===== config.mk =====
export PLATFORM = sky130hd
export DESIGN_NAME = sram_ctl
export DESIGN_NICKNAME = d
export VERILOG_FILES = /design/src/rtl/common_pkg.sv /design/src/rtl/sram_ctl.sv
export SDC_FILE = /design/constraint.sdc
export NUM_CORES = 1
export LEC_CHECK = 0
export CAP_MARGIN = 5
export CORE_ASPECT_RATIO = 2
export CORE_MARGIN = 2
export CORE_UTILIZATION = 61
export DETAILED_ROUTE_END_ITERATION = 7
export DONT_BUFFER_PORTS = 1
export GPL_TIMING_DRIVEN = 0
export PLACE_DENSITY_LB_ADDON = 0.2
export SETUP_SLACK_MARGIN = 0.4
export SLEW_MARGIN = 40
export SYNTH_ARGS = -nofsm -noshare
export SYNTH_HDL_FRONTEND = slang
export SYNTH_SLANG_ARGS = --single-unit

===== constraint.sdc =====
create_clock -name wb_clock_i -period 2.6 [get_ports wb_clock_i]
set_clock_uncertainty 0.1 [all_clocks]
set_input_delay 0.26 -clock wb_clock_i [delete_from_list [all_inputs] [get_ports wb_clock_i]]
set_output_delay 0.26 -clock wb_clock_i [all_outputs]
set_load 0.03 [all_outputs]

===== src/rtl/common_pkg.sv =====
// common_pkg: shared widths and state encoding for the SRAM controller.
//   RAM_ADDR_WIDTH : default SRAM address width (17)
//   DATA_WIDTH     : default SRAM data width (8)
//   sram_state_t   : controller FSM states IDLE / READ / WRITE / TURN
package common_pkg;

    localparam int RAM_ADDR_WIDTH = 17;
    localparam int DATA_WIDTH     = 8;

    typedef enum logic [1:0] {
        IDLE  = 2'd0,
        READ  = 2'd1,
        WRITE = 2'd2,
        TURN  = 2'd3
    } sram_state_t;

endpackage


===== src/rtl/sram_ctl.sv =====
// sram_ctl: Wishbone B4 pipelined slave driving an asynchronous SRAM.
// One access at a time; wb_stall_o is high from accept until the FSM is
// back in IDLE.
//
// Ports
//   wb_clock_i, wb_reset_n_i    : clock, asynchronous active-low reset
//   wb_addr_i, wb_data_i        : request address / write data
//   wb_we_i, wb_cycle_i,
//   wb_strobe_i                 : Wishbone controls
//   wb_data_o                   : read data (valid with wb_ack_o on reads)
//   wb_stall_o, wb_ack_o        : flow control / completion pulse
//   ram_addr_o                  : SRAM address (held for the whole access)
//   ram_data_o, ram_data_i      : SRAM data out / in
//   ram_oe_o, ram_we_o          : SRAM output enable / write enable
//   ram_data_oe                 : enable for the FPGA data-pin driver
//
// Build option
//   SRAM_TURNAROUND_EN : when defined, a write completion spends one cycle
//                        in TURN (stalled, strobes low) before IDLE.
module sram_ctl
    import common_pkg::*;
#(
    parameter int ADDR_WIDTH = common_pkg::RAM_ADDR_WIDTH,
    parameter int DATA_WIDTH = common_pkg::DATA_WIDTH,
    parameter int READ_WAIT  = 1,
    parameter int WRITE_WAIT = 1
) (
    input  logic                  wb_clock_i,
    input  logic                  wb_reset_n_i,
    input  logic [ADDR_WIDTH-1:0] wb_addr_i,
    input  logic [DATA_WIDTH-1:0] wb_data_i,
    output logic [DATA_WIDTH-1:0] wb_data_o,
    input  logic                  wb_we_i,
    input  logic                  wb_cycle_i,
    input  logic                  wb_strobe_i,
    output logic                  wb_stall_o,
    output logic                  wb_ack_o,
    output logic                  ram_oe_o,
    output logic                  ram_we_o,
    output logic [ADDR_WIDTH-1:0] ram_addr_o,
    input  logic [DATA_WIDTH-1:0] ram_data_i,
    output logic [DATA_WIDTH-1:0] ram_data_o,
    output logic                  ram_data_oe
);

    if (READ_WAIT < 1 || READ_WAIT > 15) begin : g_bad_read_wait
        $error("sram_ctl: READ_WAIT must be in 1..15");
    end
    if (WRITE_WAIT < 1 || WRITE_WAIT > 15) begin : g_bad_write_wait
        $error("sram_ctl: WRITE_WAIT must be in 1..15");
    end

    sram_state_t           r_state;
    logic [3:0]            r_cnt;
    logic                  r_abort;    // wb_cycle_i dropped during this access
    logic                  r_ack;
    logic                  r_stall;
    logic                  r_oe;
    logic                  r_we;
    logic                  r_data_oe;
    logic [ADDR_WIDTH-1:0] r_addr;
    logic [DATA_WIDTH-1:0] r_wdata;
    logic [DATA_WIDTH-1:0] r_rdata;

    always_ff @(posedge wb_clock_i or negedge wb_reset_n_i) begin
        if (!wb_reset_n_i) begin
            r_state   <= IDLE;
            r_cnt     <= '0;
            r_abort   <= 1'b0;
            r_ack     <= 1'b0;
            r_stall   <= 1'b0;
            r_oe      <= 1'b0;
            r_we      <= 1'b0;
            r_data_oe <= 1'b0;
            r_addr    <= '0;
            r_wdata   <= '0;
            r_rdata   <= '0;
        end else begin
            r_ack <= 1'b0;
            case (r_state)
                IDLE: begin
                    if (wb_cycle_i && wb_strobe_i) begin
                        r_addr  <= wb_addr_i;
                        r_wdata <= wb_data_i;
                        r_stall <= 1'b1;
                        r_abort <= 1'b0;
                        if (wb_we_i) begin
                            r_state   <= WRITE;
                            r_data_oe <= 1'b1;
                            r_cnt     <= 4'(WRITE_WAIT);
                        end else begin
                            r_state <= READ;
                            r_oe    <= 1'b1;
                            r_cnt   <= 4'(READ_WAIT);
                        end
                    end
                end

                READ: begin
                    if (!wb_cycle_i) begin
                        r_abort <= 1'b1;
                    end
                    // Completion on terminal count: the counter never wraps.
                    if (r_cnt == 4'd0) begin
                        r_oe    <= 1'b0;
                        r_rdata <= ram_data_i;
                        r_ack   <= wb_cycle_i && !r_abort;
                        r_stall <= 1'b0;
                        r_state <= IDLE;
                    end else begin
                        r_cnt <= r_cnt - 4'd1;
                    end
                end

                WRITE: begin
                    if (!wb_cycle_i) begin
                        r_abort <= 1'b1;
                    end
                    // ram_we_o starts one cycle after the data driver so the
                    // bus is settled; it spans WRITE_WAIT cycles regardless of
                    // wb_cycle_i.
                    if (r_cnt == 4'd0) begin
                        r_we      <= 1'b0;
                        r_data_oe <= 1'b0;
                        r_ack     <= wb_cycle_i && !r_abort;
`ifdef SRAM_TURNAROUND_EN
                        r_state   <= TURN;
`else
                        r_stall   <= 1'b0;
                        r_state   <= IDLE;
`endif
                    end else begin
                        r_cnt <= r_cnt - 4'd1;
                        r_we  <= 1'b1;
                    end
                end

                TURN: begin
                    r_stall <= 1'b0;
                    r_state <= IDLE;
                end

                default: begin
                    r_state <= IDLE;
                end
            endcase
        end
    end

    assign wb_data_o   = r_rdata;
    assign wb_stall_o  = r_stall;
    assign wb_ack_o    = r_ack;
    assign ram_oe_o    = r_oe;
    assign ram_we_o    = r_we;
    assign ram_addr_o  = r_addr;
    assign ram_data_o  = r_wdata;
    assign ram_data_oe = r_data_oe;

endmodule


======== After elaboration in Yosys (flattened, before gate mapping) ========
Index checks and enable logic that the tools add are counted.
Widths: inputs -> output; s select.
cells by class
  add/subtract/negate cells ............... 1
  eq/ne operators ......................... 11
  multiplexer cells ....................... 22
  reduce and logical (&&, ||, !) cells .... 16
operators with widths
  operator             count
  $ne 2x2->1 const B   7
  $mux 1               11
  $mux 4               2
  $pmux 4 s2           1
  $reduce_and 4->1     2
  $mux 2               3
  $pmux 1 s2           3
  $pmux 2 s3           1
  $reduce_and 2->1     3
  $reduce_and 3->1     2
  $reduce_bool 2->1    3
  $eq 2x2->1 const B   2
  $logic_not 4->1      1
  $sub 4x1->4 const B  1
  $pmux 1 s3           1
  $eq 2x1->1 const B   1
  $logic_and 1x1->1    2
  $logic_not 2->1      1
  $ne 2x1->1 const B   1
  $reduce_or 2->1      1
  $logic_not 1->1      1
storage, ports and cells
  register bits after elaboration ......... 45
  input bits .............................. 38

======== Depth between registers and ports, before layout ========
Gate-level depths: netlist (run 1).
  word-level depth ........................ 4
  depth in mapped cells ................... 6

======== Least setup slack after synthesis (run 1) ========
Ideal clock, no wire load.
  path kind ............................... reg-to-reg
  from .................................... register r_state[0]
  to ...................................... register r_cnt[1]
  library setup time ...................... 116 ps
  arrival ................................. 1577 ps
  data required time ...................... 2384 ps
  slack ................................... 807 ps
  cell stages (with the launch flop) ...... 7
  period minus slack after synthesis ...... 1793 ps
  cell sequence ........................... dfrtp_1 > inv_1 > ha_1 > buf_2 > inv_1 > or4_1 > o311ai_0
on the way
  word-level cells in the longest chain between the ends .. 4
  elaborated cells on any way between the ends .. 9
  classes of those cells .................. eq/ne (4); mux (1); reduce/logical (4)
ends and longest elaborated chain
  what                                                                     line             text
  start, declared                                                          sram_ctl.sv:53   sram_state_t r_state;
  start signal, assigned                                                   sram_ctl.sv:67   r_state <= IDLE;
  start signal, assigned                                                   sram_ctl.sv:88   r_state <= WRITE;
  start signal, assigned                                                   sram_ctl.sv:92   r_state <= READ;
  $eq 2x2->1 / $eq 2x1->1 (equally long branches)                          sram_ctl.sv:80   case (r_state)
  $reduce_or 2->1 (no source line)                                         n/a
  $ne 2x2->1 (no source line) / $reduce_bool 2->1 (equally long branches)  n/a
  $reduce_and 3->1 (no source line)                                        n/a
  end signal, assigned                                                     sram_ctl.sv:90   r_cnt <= 4'(WRITE_WAIT);
  end signal, assigned                                                     sram_ctl.sv:94   r_cnt <= 4'(READ_WAIT);
  end signal, assigned                                                     sram_ctl.sv:111  r_cnt <= r_cnt - 4'd1;
  end, declared                                                            sram_ctl.sv:54   logic [3:0] r_cnt;
Parallel ways exist; a longest one is shown, timed or not.
A chain may end at the register's enable or synchronous reset.

======== Worst setup path in the final report (run 1) ========
  from .................................... register r_state[0]
  to ...................................... register r_oe (netlist: ram_oe_o)
on the way
  word-level cells in the longest chain between the ends .. 3
  elaborated cells on any way between the ends .. 8
  classes of those cells .................. eq/ne (4); mux (1); reduce/logical (3)
ends and longest elaborated chain
  what                                                                     line             text
  $eq 2x1->1 / $logic_not 2->1 (equally long branches)                     sram_ctl.sv:80
  $ne 2x2->1 (no source line) / $reduce_bool 2->1 (equally long branches)  n/a
  $reduce_and 4->1 (no source line)                                        n/a
  end signal, assigned                                                     sram_ctl.sv:72   r_oe <= 1'b0;
  end signal, assigned                                                     sram_ctl.sv:93   r_oe <= 1'b1;
  end signal, assigned                                                     sram_ctl.sv:105  r_oe <= 1'b0;
  end, declared                                                            sram_ctl.sv:58   logic r_oe;
Parallel ways exist; a longest one is shown, timed or not.

==> results.toml, run 1 <==
[drt]
drt-initial-drc-count = 17
vias = 1205
wl_um = 3790
routed_via_density = 6.34
firstDrtPassIters = 4
routedWlPerCell_um = 19.9
ant_nets = 0
drc = 0

[logic_synthesis]
yosysWarnings = 0
syn_area_sq_um = 1980
synth_area_leaders = "dfrtp_1, mux2_2, ha_1"
syn-num-nets = 192
synth-seq-cells = 45
yosysSeqAreaShare_pct = 56.9
avgSynthCellArea_sq_um = 13.4
synth_top_area_cell = "dfrtp_1"
synth_top_cell_area_share_pct = 56.9
synthDistinctLibCells = 32
synthCells = 148

[cells_and_area]
antenna_cells = 0
fillers = 231
nNetsFinal = 202
syn_to_final_growth_pct = 9.10
drive_above_1_share_pct = 34.0
final_common_cell = "dfrtp_1"
most-common-layout-cells = "dfrtp_1, mux2_2, inv_1, o21ai_0, clkbuf_8"

[clocking]
post_cts_buffers = 0
cts.sinks = 45
clk_path_buf_depth = 2
clk_latency_ps = 290
clkSlewWorstSetupHoldPaths_ps = 70
clockRootBuffer = "clkbuf_8"
cts_made_buffers = 5
cts_tree = "built"
htreeDepth = 2

[worst_setup_path]
cp.required_ps = 2720
r2r_cells = 6
setup.worst_path.end = "ram_oe_o"
start_kind = "register"
r2r-end = "ram_oe_o"
cp_max_fo = 9
worstSetupEndpointType = "register"
cp.arrival_ps = 2120
rrSetupSlack_ps = 600
reg2reg_from = "r_state[0]"
setup.worst_path.start = "r_state[0]"
worstSetupPathType = "reg -> reg"

[place]
place.gp.congestion = 0.769
hpwlAfterDp_um = 2900
io_buffers = 0

[power]
p_sw_mw = 1.51
swShare_pct = 46.4
p_per_area_nw_per_um2 = 1500
p_clk_share_pct = 13.8
p_leak_nw = 0.929
p_comb_share_pct = 29.4
vdd_drop_max_uv = 835
p_int_mw = 1.74
total_power_mw = 3.25
seqPwrFrac_pct = 56.8

[sta]
slew_headroom_pct = 55.4
grt_setup_unrepaired = "no"
fmax_mhz = 501
setup_tns_ps = 0
slew_viol_final = 0
finalCritPeriodShare_pct = 76.8
hold_viol = 0
min_period_ps = 2000
worst_pin_slew_ps = 667
setup_violations = 0

[die]
placementRows = 29
core_sq_um = 3120
die_h_um = 84.6
die_x_um = 44.3
dieArea_sq_um = 3750
initial_core_util_pct = 63.5
ios = 76

[worst_hold_path]
min_path_type = "in -> reg"

[grt]
grt_pass1_wl_um = 6110
grt.overflow.total = 0
grt_pass1_vias = 1373
grt_max_degree = 46
antenna_found_initial = 0
grt_util_all_layers_pct = 22.0

[status]
status = "finished clean"

[run]
maxCapViolCount = 0
cells in the mapped netlist:
| cell | instances |
|---|---|
| nor3_1 | 3 |
| or3b_1 | 1 |
| inv_1 | 7 |
| o21ai_0 | 7 |
| nand3_1 | 3 |
| a2111oi_4 | 1 |
| buf_2 | 5 |
| o2bb2ai_1 | 1 |
| a21oi_1 | 3 |
| ha_1 | 6 |
| o311ai_0 | 2 |
| or4_1 | 2 |
| buf_6 | 1 |
| mux2_2 | 33 |
| nor4b_1 | 1 |
| o21a_1 | 1 |
| dfrtp_1 | 45 |
| o211ai_1 | 1 |
| clkbuf_1 | 1 |
| nor2_1 | 4 |
| a311o_1 | 2 |
| a31oi_1 | 1 |
| nand4_1 | 2 |
| o311a_2 | 1 |
| and4bb_2 | 1 |
| nor3b_1 | 1 |
| o31a_2 | 1 |
| nand2_1 | 6 |
| a311o_2 | 1 |
| nor4_1 | 1 |
| a21bo_2 | 1 |
| a21boi_0 | 2 |
critical path: stages, from the launching register on:
cell	delay [ps]
dfrtp_1	400
inv_1	140
ha_1	170
clkbuf_1	290
inv_1	190
nor4b_1	450
a311o_1	190
per-layer routing:
metal  up-vias  GRT usage (%)  wire length, um
met2        47           40.4             2240
met1       596           21.0             1230
met5         -              0                0
met3         9           6.45              222
li1        553              -                -
met4         0           9.64               93
how the worst min path moves through the flow:
| stage | start | end | slack, ps | cells after the start |
|---|---|---|---|---|
| after floorplan | wb_reset_n_i | r_abort | -140 | 0 |
| after global placement | wb_reset_n_i | wb_data_o[5] | -130 | 0 |
| after detailed placement | wb_reset_n_i | wb_data_o[5] | -130 | 0 |
| after CTS | wb_addr_i[6] | ram_addr_o[6] | 8 | 1 |
| after global routing | wb_addr_i[1] | ram_addr_o[1] | 0.9 | 1 |
| final | wb_addr_i[1] | ram_addr_o[1] | 20 | 1 |
registers in the layout, indices dropped and copies added, names as in the netlist:
| signal | count |
|---|---|
| wb_ack_o | 1 |
| wb_stall_o | 1 |
| wb_data_o | 8 |
| r_abort | 1 |
| ram_addr_o | 17 |
| ram_data_oe | 1 |
| r_state | 2 |
| ram_oe_o | 1 |
| r_cnt | 4 |
| ram_we_o | 1 |
| ram_data_o | 8 |
cells by family after synthesis:
group           Yosys count  share of synthesized area, %
simple gates             25                          7.01
mux                      33                          18.8
buf+inv                  14                          3.35
compound gates           25                          10.2
fa+ha+maj                 6                          3.79
flops                    45                          56.9
layout make-up:
class	count	area [sq um]	area share (%)
Tap cell	31	38.8	1.80
Sequential cell	45	1130	52.1
Multi-Input combinational cell	89	788	36.5
Timing Repair Buffer	3	40.0	1.85
Clock buffer	7	96.3	4.46
Clock inverter	1	5.00	0.232
Buffer	7	40.0	1.85
Inverter	7	26.3	1.22
stage by stage:
step / hold WS, ps / setup WS, ps / util [%] / cells / instance area (sq um)
floorplan: -136 / 807 / - / 148 / 1980
global placement: -135 / 660 / 64.7 / 179 / 2020
detailed placement: -135 / 566 / 64.7 / 179 / 2020
CTS: 8.24 / 547 / 68.9 / 189 / 2150
global route: 0.899 / 485 / 69.2 / 190 / 2160
finish: 19.9 / 604 / 69.2 / 190 / 2160
what timing repair did:
action	4_1_cts	5_1_grt
setup endpoints to repair	0	2
hold endpoints to repair	45	1
hold buffers	2	1
gates resized for setup	0	1
power groups by stage:
stage / clock (mW) / combinational [mW] / sequential, mW
global placement: 0 / 0.880 / 1.85
CTS: 0.464 / 0.961 / 1.86
finish: 0.448 / 0.957 / 1.85
detailed placement: 0 / 0.941 / 1.86
global route: 0.490 / 1.06 / 1.88
floorplan: 0 / 0.769 / 1.78
No activity file was read; power rests on OpenSTA's default activity.
==> run 2, diff against run 1 <==
Clock period 2.6 ns to 2.1 ns, I/O delays scaled along.
==> run 2 against run 1 <==
Global-route usage rose by 5.6 points. First-iteration DRC count rose by 18%. Worst hold slack got worse by 8.6 ps. Die area did not move. Utilization rose by 15 points. Sequential cell count did not move. Sequential power rose by 25%. Total power rose by 38%. Combinational power rose by 70%. Maximum frequency rose by 15%. Setup slack got worse by 250 ps. Non-clock buffer count rose by 42. Largest cell class unchanged. Highest routed layer unchanged.
==> results.toml, run 2 (same netlist as run 1, synthesis figures left out) <==
[worst_setup_path]
reg2reg_from = "r_cnt[1]"
worstSetupEndpointType = "register"
rrSetupSlack_ps = 360
start_kind = "register"
setup.worst_path.end = "r_state[0]"
r2r_cells = 6
cp.required_ps = 2240
cp.arrival_ps = 1890
r2r-end = "r_state[0]"
worstSetupPathType = "reg -> reg"
setup.worst_path.start = "r_cnt[1]"
cp_max_fo = 9

[clocking]
cts_tree = "built"
clkSlewWorstSetupHoldPaths_ps = 90
clk_path_buf_depth = 2
htreeDepth = 2
cts_made_buffers = 5
clockRootBuffer = "clkbuf_8"
cts.sinks = 45
clk_latency_ps = 300

[grt]
antenna_found_initial = 0
top_usage_layer = "met2"
grt_pass1_vias = 1534
met3_usage_pct = 6.45
grt.overflow.total = 0
grt_util_all_layers_pct = 27.6
use_met1_pct = 29.9
grt_max_degree = 46
grt_use_met2_pct = 48.4
grt_pass1_wl_um = 7510

[cells_and_area]
antenna_cells = 0
stdcell_count = 232
drive_above_1_share_pct = 38.3
finalInstanceArea_sq_um = 2640
multi_input_area_sq_um = 846
regArea_sq_um = 1130
nNetsFinal = 244
largest_reg_flops = 17
fillers = 168
most-common-layout-cells = "dfrtp_1, dlygate4sd3_1, mux2_2"
final_common_cell = "dfrtp_1"
syn_to_final_growth_pct = 33.2

[drt]
routed_via_density = 6.00
firstDrtPassIters = 4
wl_um = 4620
vias = 1393
ant_nets = 0
routedWlPerCell_um = 19.9
drc = 0
drt-initial-drc-count = 20

[worst_hold_path]
min_path_type = "in -> reg"

[die]
placementRows = 29
initial_core_util_pct = 63.5
ios = 76
die_x_um = 44.3
core_sq_um = 3120
die_h_um = 84.6
dieArea_sq_um = 3750

[sta]
setup_tns_ps = 0
setup_violations = 0
finalCritPeriodShare_pct = 82.9
fmax_mhz = 574
min_period_ps = 1740
slew_viol_final = 0
grt_setup_unrepaired = "yes"
hold_viol = 0
worst_pin_slew_ps = 426
slew_headroom_pct = 71.5

[power]
p_leak_nw = 1.14
seqPwrFrac_pct = 51.4
p_sw_mw = 2.06
p_comb_share_pct = 36.2
p_int_mw = 2.43
swShare_pct = 45.9
p_clk_share_pct = 12.4
vdd_drop_max_uv = 1330
p_per_area_nw_per_um2 = 1700

[place]
hpwlAfterDp_um = 2870
place.gp.congestion = 0.782
placed_area_sq_um = 2040
dp_cells = 179
io_buffers = 0

[status]
status = "finished clean"

[run]
maxCapViolCount = 0
## run 2: final cells by class
class / count / share of cell area [%]
flip-flops and latches: 45 / 42.7
multi-input cells: 89 / 32.1
repair buffers: 45 / 16.6
clock buffers: 6 / 3.13
plain buffers: 7 / 2.42
well taps: 31 / 1.47
inverters: 7 / 1.09
clock inverters: 2 / 0.522
## run 2: power by group through the flow
stage               sequential, mW  combinational, mW  clock, mW
floorplan                     2.21               1.00          0
global placement              2.30               1.14          0
detailed placement            2.32               1.20          0
CTS                           2.29               1.54      0.573
global route                  2.35               1.79      0.605
finish                        2.31               1.63      0.560
## run 2: what timing repair did
| action | CTS | global route |
|---|---|---|
| endpoints found under the setup margin | 37 | 35 |
| hold buffers | 35 | 0 |
| setup buffers | 10 | 0 |
| gates resized for setup | 14 | 6 |
| endpoints found under the hold margin | 78 | 0 |
| pin swaps | 1 | 2 |
## run 2: worst max-delay path, stage by stage, from the launching register on
cell and delay, ps:
dfrtp_1 400, inv_2 80, ha_4 130, or3b_4 370, buf_6 150, a2111oi_4 290, a311o_2 160
## run 2: metal layers
layer  share of wire, %  vias to the layer above  routed length, um
li1                   -                      637                  -
met4                2.6                        0                119
met5                  0                        -                  0
met2                 59                       54               2740
met3                5.3                        9                245
met1                 33                      693               1520
## run 2: worst min path at each step
stage                      start      endpoint  slack [ps]  depth (start not counted)
floorplan           wb_reset_n_i       r_abort        -190                          0
global placement    wb_reset_n_i  wb_data_o[7]        -180                          0
detailed placement  wb_reset_n_i  wb_data_o[4]        -180                          0
CTS                      wb_we_i   ram_data_oe          40                          2
global route             wb_we_i   ram_data_oe          20                          2
finish                   wb_we_i   ram_data_oe          10                          2
## run 2: metrics by stage
step / utilization [%] / power, mW / hold slack, ps / worst slack (ps)
2_1_floorplan: - / 3.21 / -186 / 403
3_3_place_gp: 65.3 / 3.44 / -185 / 243
4_1_cts: 84.0 / 4.41 / 40.2 / 367
3_5_place_dp: 65.3 / 3.52 / -185 / 179
5_1_grt: 84.6 / 4.74 / 24.4 / 302
6_report: 84.6 / 4.50 / 11.3 / 358
==> RTL edit 1: new RTL, flow settings as in run 2 <==
Encoding of `sram_state_t`: now one-hot (4 bits for 4 states).
--- a/src/rtl/common_pkg.sv
+++ b/src/rtl/common_pkg.sv
@@ -8,9 +8,9 @@
     localparam int DATA_WIDTH     = 8;
 
-    typedef enum logic [1:0] {
-        IDLE  = 2'd0,
-        READ  = 2'd1,
-        WRITE = 2'd2,
-        TURN  = 2'd3
+    typedef enum logic [3:0] {
+        IDLE  = 4'b0001,
+        READ  = 4'b0010,
+        WRITE = 4'b0100,
+        TURN  = 4'b1000
     } sram_state_t;
 
Check against the original RTL: no difference found for any inputs over 10 cycles, from zero or initial values and one cycle with wb_reset_n_i low; not proved beyond that.
==> RTL edit 1 against run 2 <==
Worst hold slack is essentially flat; synthesized cell count down 15%; synthesized area down 7.1%; worst setup slack gained 0.078 ns; count of clock-buffer cells in the layout grew 1; cell area is 9.2% lower; wire length down 19%; sequential cell count is 1 higher; first-iteration DRC count down 55%.
Power is not compared: it rests on default switching activity, and its combinational part moved more than twofold at a synthesized area within 25%.
==> RTL edit 1: results (changes against run 2) <==
- Outcome: complete, no violations
- Wirelength per Cell: 18.4 µm (-7.4%)
- Gpl congestion: 0.754 (-3.6%)
- CP endpoint: ram_data_o[6]$_DFFE_PN0P_
- Metal3 WL: 225 µm (-8.2%)
- Reg2reg setup slack: 0.44 ns (+0.08 ns)
- Delay-heaviest family, CP: flip-flops
- Met3 Use GR: 5.71% (-0.74 points)
- Detailed Place HPWL: 2320 µm (-19%)
- Post-Route WL: 3740 µm (-19%)
- Vias: 1165 (-16%)
- Nets@finish: 211 (-14%)
- GR Util All Layers: 24.1% (-3.5 points)
- Post-CTS Setup Bufs: 0 (-10)
- Mapped Nets: 165 (-14%)
- Largest net degree at the start of global routing: 47 (+2.2%)
- Synth top cells by count: dfrtp_1, mux2_2, nor2_1
- Met1 Usage GRT: 24.3% (-5.6 points)
- Hold buffer count at CTS: 37 (+5.7%)
- Placed Area: 1880 µm² (-7.9%)
- Placed Cells: 156 (-13%)
- Max stage delay on crit path: 0.59 ns (+0.19 ns)
- Vias in the first global route: 1300 (-15%)
- Pre-CTS WS: 0.332 ns (+0.153 ns)
- Crit-path slowest cell: dfstp_2
- Post-CTS sizing: 3 (-11)
- Worst reg-to-reg path cell count: 4 (-2)
[RTL edit 1: cell count changes in the layout (fill, tap and decap cells not counted), moves of 3 or more]
cell and delta:
nand2_1 -3, ha_1 -3, nor2_1 +3, buf_4 -10, o21ai_0 -7, inv_2 -3
[RTL edit 1: cell type report]
cell class / instances / area, µm²
Clock inverter: 1 / 5.00
Tap cell: 30 / 37.5
Buffer: 5 / 43.8
Sequential cell: 46 / 1150
Clock buffer: 7 / 86.3
Inverter: 3 / 11.3
Fill cell: 171 / 513
Multi-Input combinational cell: 72 / 663
Timing Repair Buffer: 39 / 395
[RTL edit 1: cell families after synthesis]
logic type               synth area share [%]
multiplexers                             21.3
AND/OR/NAND/NOR                          7.41
XOR/XNOR                                0.476
buffers and inverters                    2.58
flip-flops                               62.6
adder cells (fa/ha/maj)                 0.680
AO/OA/AOI/OAI                            4.96
==> RTL edit 2: new RTL, config.mk and constraints of run 2 <==
Without the edit above. Add a define of `SRAM_TURNAROUND_EN`.
--- a/src/rtl/sram_ctl.sv
+++ b/src/rtl/sram_ctl.sv
@@ -18,4 +18,6 @@
 //   SRAM_TURNAROUND_EN : when defined, a write completion spends one cycle
 //                        in TURN (stalled, strobes low) before IDLE.
+`define SRAM_TURNAROUND_EN
+
 module sram_ctl
     import common_pkg::*;
Formal check against the unedited RTL: not equivalent (a bounded check fails within 4 cycles, from zero or initial values and one cycle with wb_reset_n_i low).
==> RTL edit 2 against run 2 <==
Sequential cell count unchanged; wire length up 14%; count of clock-buffer cells in the layout up 1; via count up 7.8%; the run now ends with negative hold slack left; total power up 6.1%; synthesized area down 1.0%; worst setup slack worse by 0.028 ns; core utilization up 3.1 points; highest routed layer unchanged; cell area up 3.7%; synthesized cell count up 2.7%; global-route usage about the same.
==> RTL edit 2: results (changes against run 2) <==
- Met2 Wirelength: 2920 µm (+6.4%)
- Ys Warns: 0 (unchanged)
- Max Used Layer: met4
- Vias in the first global route: 1546 (+0.78%)
- Root Driver: clkbuf_8
- Outcome: complete, but fails checks
- Max FO, Critical Path: 8 (-1)
- TritonCTS buffer count: 5 (unchanged)
- Detailed Place HPWL: 2690 µm (-6.2%)
- Gpl congestion: 0.770 (-1.6%)
- Largest net degree at the start of global routing: 46 (unchanged)
- Later-pin clock latency in the skew report: 0.30 ns (about the same)
- Crit path DAT: 1.84 ns (-0.05 ns)
- Vias: 1502 (+7.8%)
- H-tree Lvls: 2 (unchanged)
- 1st-pass router iterations: 4 (unchanged)
- Number of flip-flops in the largest register: 17 (unchanged)
- Final Hold Viols: 1 (+1)
- Max-slew headroom: 72.4% (+0.92 points)
- First-pass GRT wire length: 7510 µm (about the same)
- Sequential area share after synthesis: 57.4% (+0.58 points)
- Mapped Nets: 196 (+2.1%)
- Nets@finish: 254 (+4.1%)
- Worst min-delay path class: in -> reg
- Placed Cells: 183 (+2.2%)
- N_diodes: 0 (unchanged)
- Placed Area: 2020 µm² (-1.0%)
- Layout cell share with drive strength beyond 1: 37.0% (-1.3 points)
- Fin Hold WS: -0.00406 ns (-0.0153 ns)
- Failing checks: negative hold slack
- Port bufs: 0 (unchanged)
- Top FF cell, synth: dfrtp_1
- Synth top cells by count: dfrtp_1, mux2_2, a21oi_1
- Reg2reg setup slack: 0.33 ns (-0.03 ns)
- Clock transition at the registers of the reported paths: roughly 0.08 ns
- GR Util All Layers: 27.6% (+0.033 points)
- Leakage power of the design: 1.20 nW (+5.7%)
- WL met1: 1840 µm (+22%)
- R2R Path End: wb_stall_o$_DFFE_PN0P_
- CTS Buffer Depth: 2 (unchanged)
- Maximum vdd drop: 1.30 mV (-2.1%)
- CP endpoint kind: flop
- Worst reg-to-reg path cell count: 7 (+1)
- Async S/R FF share, synth: 100% (unchanged)
- Metal3 WL: 423 µm (+73%)
- Drt first-iter violations: 38 (+90%)
- Post-Route WL: 5280 µm (+14%)
- Post-route insts no fill: 242 (+4.3%)
- Post-Syn Instances: 152 (+2.7%)
- Synth area leaders: dfrtp_1, mux2_2, ha_1, a21oi_1, o21ai_0
- Setup crit start: r_cnt[0]$_DFFE_PN0P_
- Synth unique cells: 32 (unchanged)
- Antenna violations before repair: 0 (unchanged)
-- RTL edit 2: cell type report --
class | count | area, µm²
buffer | 7 | 78.8
clock inverter | 1 | 30.0
multi-input combinational | 93 | 841
inverter | 7 | 26.3
tap | 31 | 38.8
fill | 116 | 385
clock buffer | 7 | 86.3
sequential | 45 | 1130
timing repair buffer | 51 | 508
-- RTL edit 2: where the power goes --
part,switching [mW],internal (mW),total (mW)
clock,0.285,0.388,0.673
sequential,1.05,1.28,2.33
combinational,0.808,0.955,1.76
total,2.14,2.62,4.77
-- RTL edit 2: routing by layer --
metal | global-route usage, % | vias up
li1 | - | 656
met1 | 30.5 | 742
met2 | 48.9 | 93
met3 | 5.81 | 11
met4 | 11.3 | 0
met5 | 0 | -
-- RTL edit 2: timing repair --
| action | 4_1_cts | 5_1_grt |
|---|---|---|
| pin swaps | 1 | 3 |
| hold endpoints to repair | 80 | 2 |
| hold buffers | 34 | 2 |
| setup buffers | 8 | 7 |
| endpoints found under the setup margin | 30 | 35 |
| gates resized for setup | 4 | 24 |
-- RTL edit 2: worst max-delay path: stages (launching register included) --
cell     delay [ns]
dfrtp_1        0.40
inv_2          0.09
ha_4           0.15
or3b_4         0.37
buf_6          0.14
a211o_1        0.25
nand2_1        0.07
o41ai_1        0.07
-- RTL edit 2: logic make-up (layout without fill, tap and decap cells) --
group / Yosys count / in the layout / synth area share (%)
buffers and inverters: 14 / 73 / 3.89
flip-flops: 45 / 45 / 57.4
AND/OR/NAND/NOR: 24 / 24 / 6.13
multiplexers: 34 / 34 / 19.5
adder cells (fa/ha/maj): 6 / 6 / 3.83
AO/OA/AOI/OAI: 29 / 29 / 9.25
-- RTL edit 2: worst min path at each step --
stage	from	endpoint	slack, ns	depth (start not counted)
4_1_cts	wb_cycle_i	wb_ack_o$_DFF_PN0_	-0.08	2
2_1_floorplan	wb_reset_n_i	r_abort$_DFFE_PN0P_	-0.19	0
6_report	wb_cycle_i	r_abort$_DFFE_PN0P_	-0.004	3
3_3_place_gp	wb_reset_n_i	ram_addr_o[12]$_DFFE_PN0P_	-0.18	0
3_5_place_dp	wb_reset_n_i	ram_addr_o[13]$_DFFE_PN0P_	-0.18	0
5_1_grt	wb_cycle_i	r_abort$_DFFE_PN0P_	0.006	3
-- RTL edit 2: through the flow --
stage / setup WS [ns] / hold slack (ns)
after floorplan: 0.434 / -0.186
after global placement: 0.328 / -0.185
after detailed placement: 0.265 / -0.185
after CTS: 0.365 / -0.0756
after global routing: 0.295 / 0.00643
final: 0.331 / -0.00406
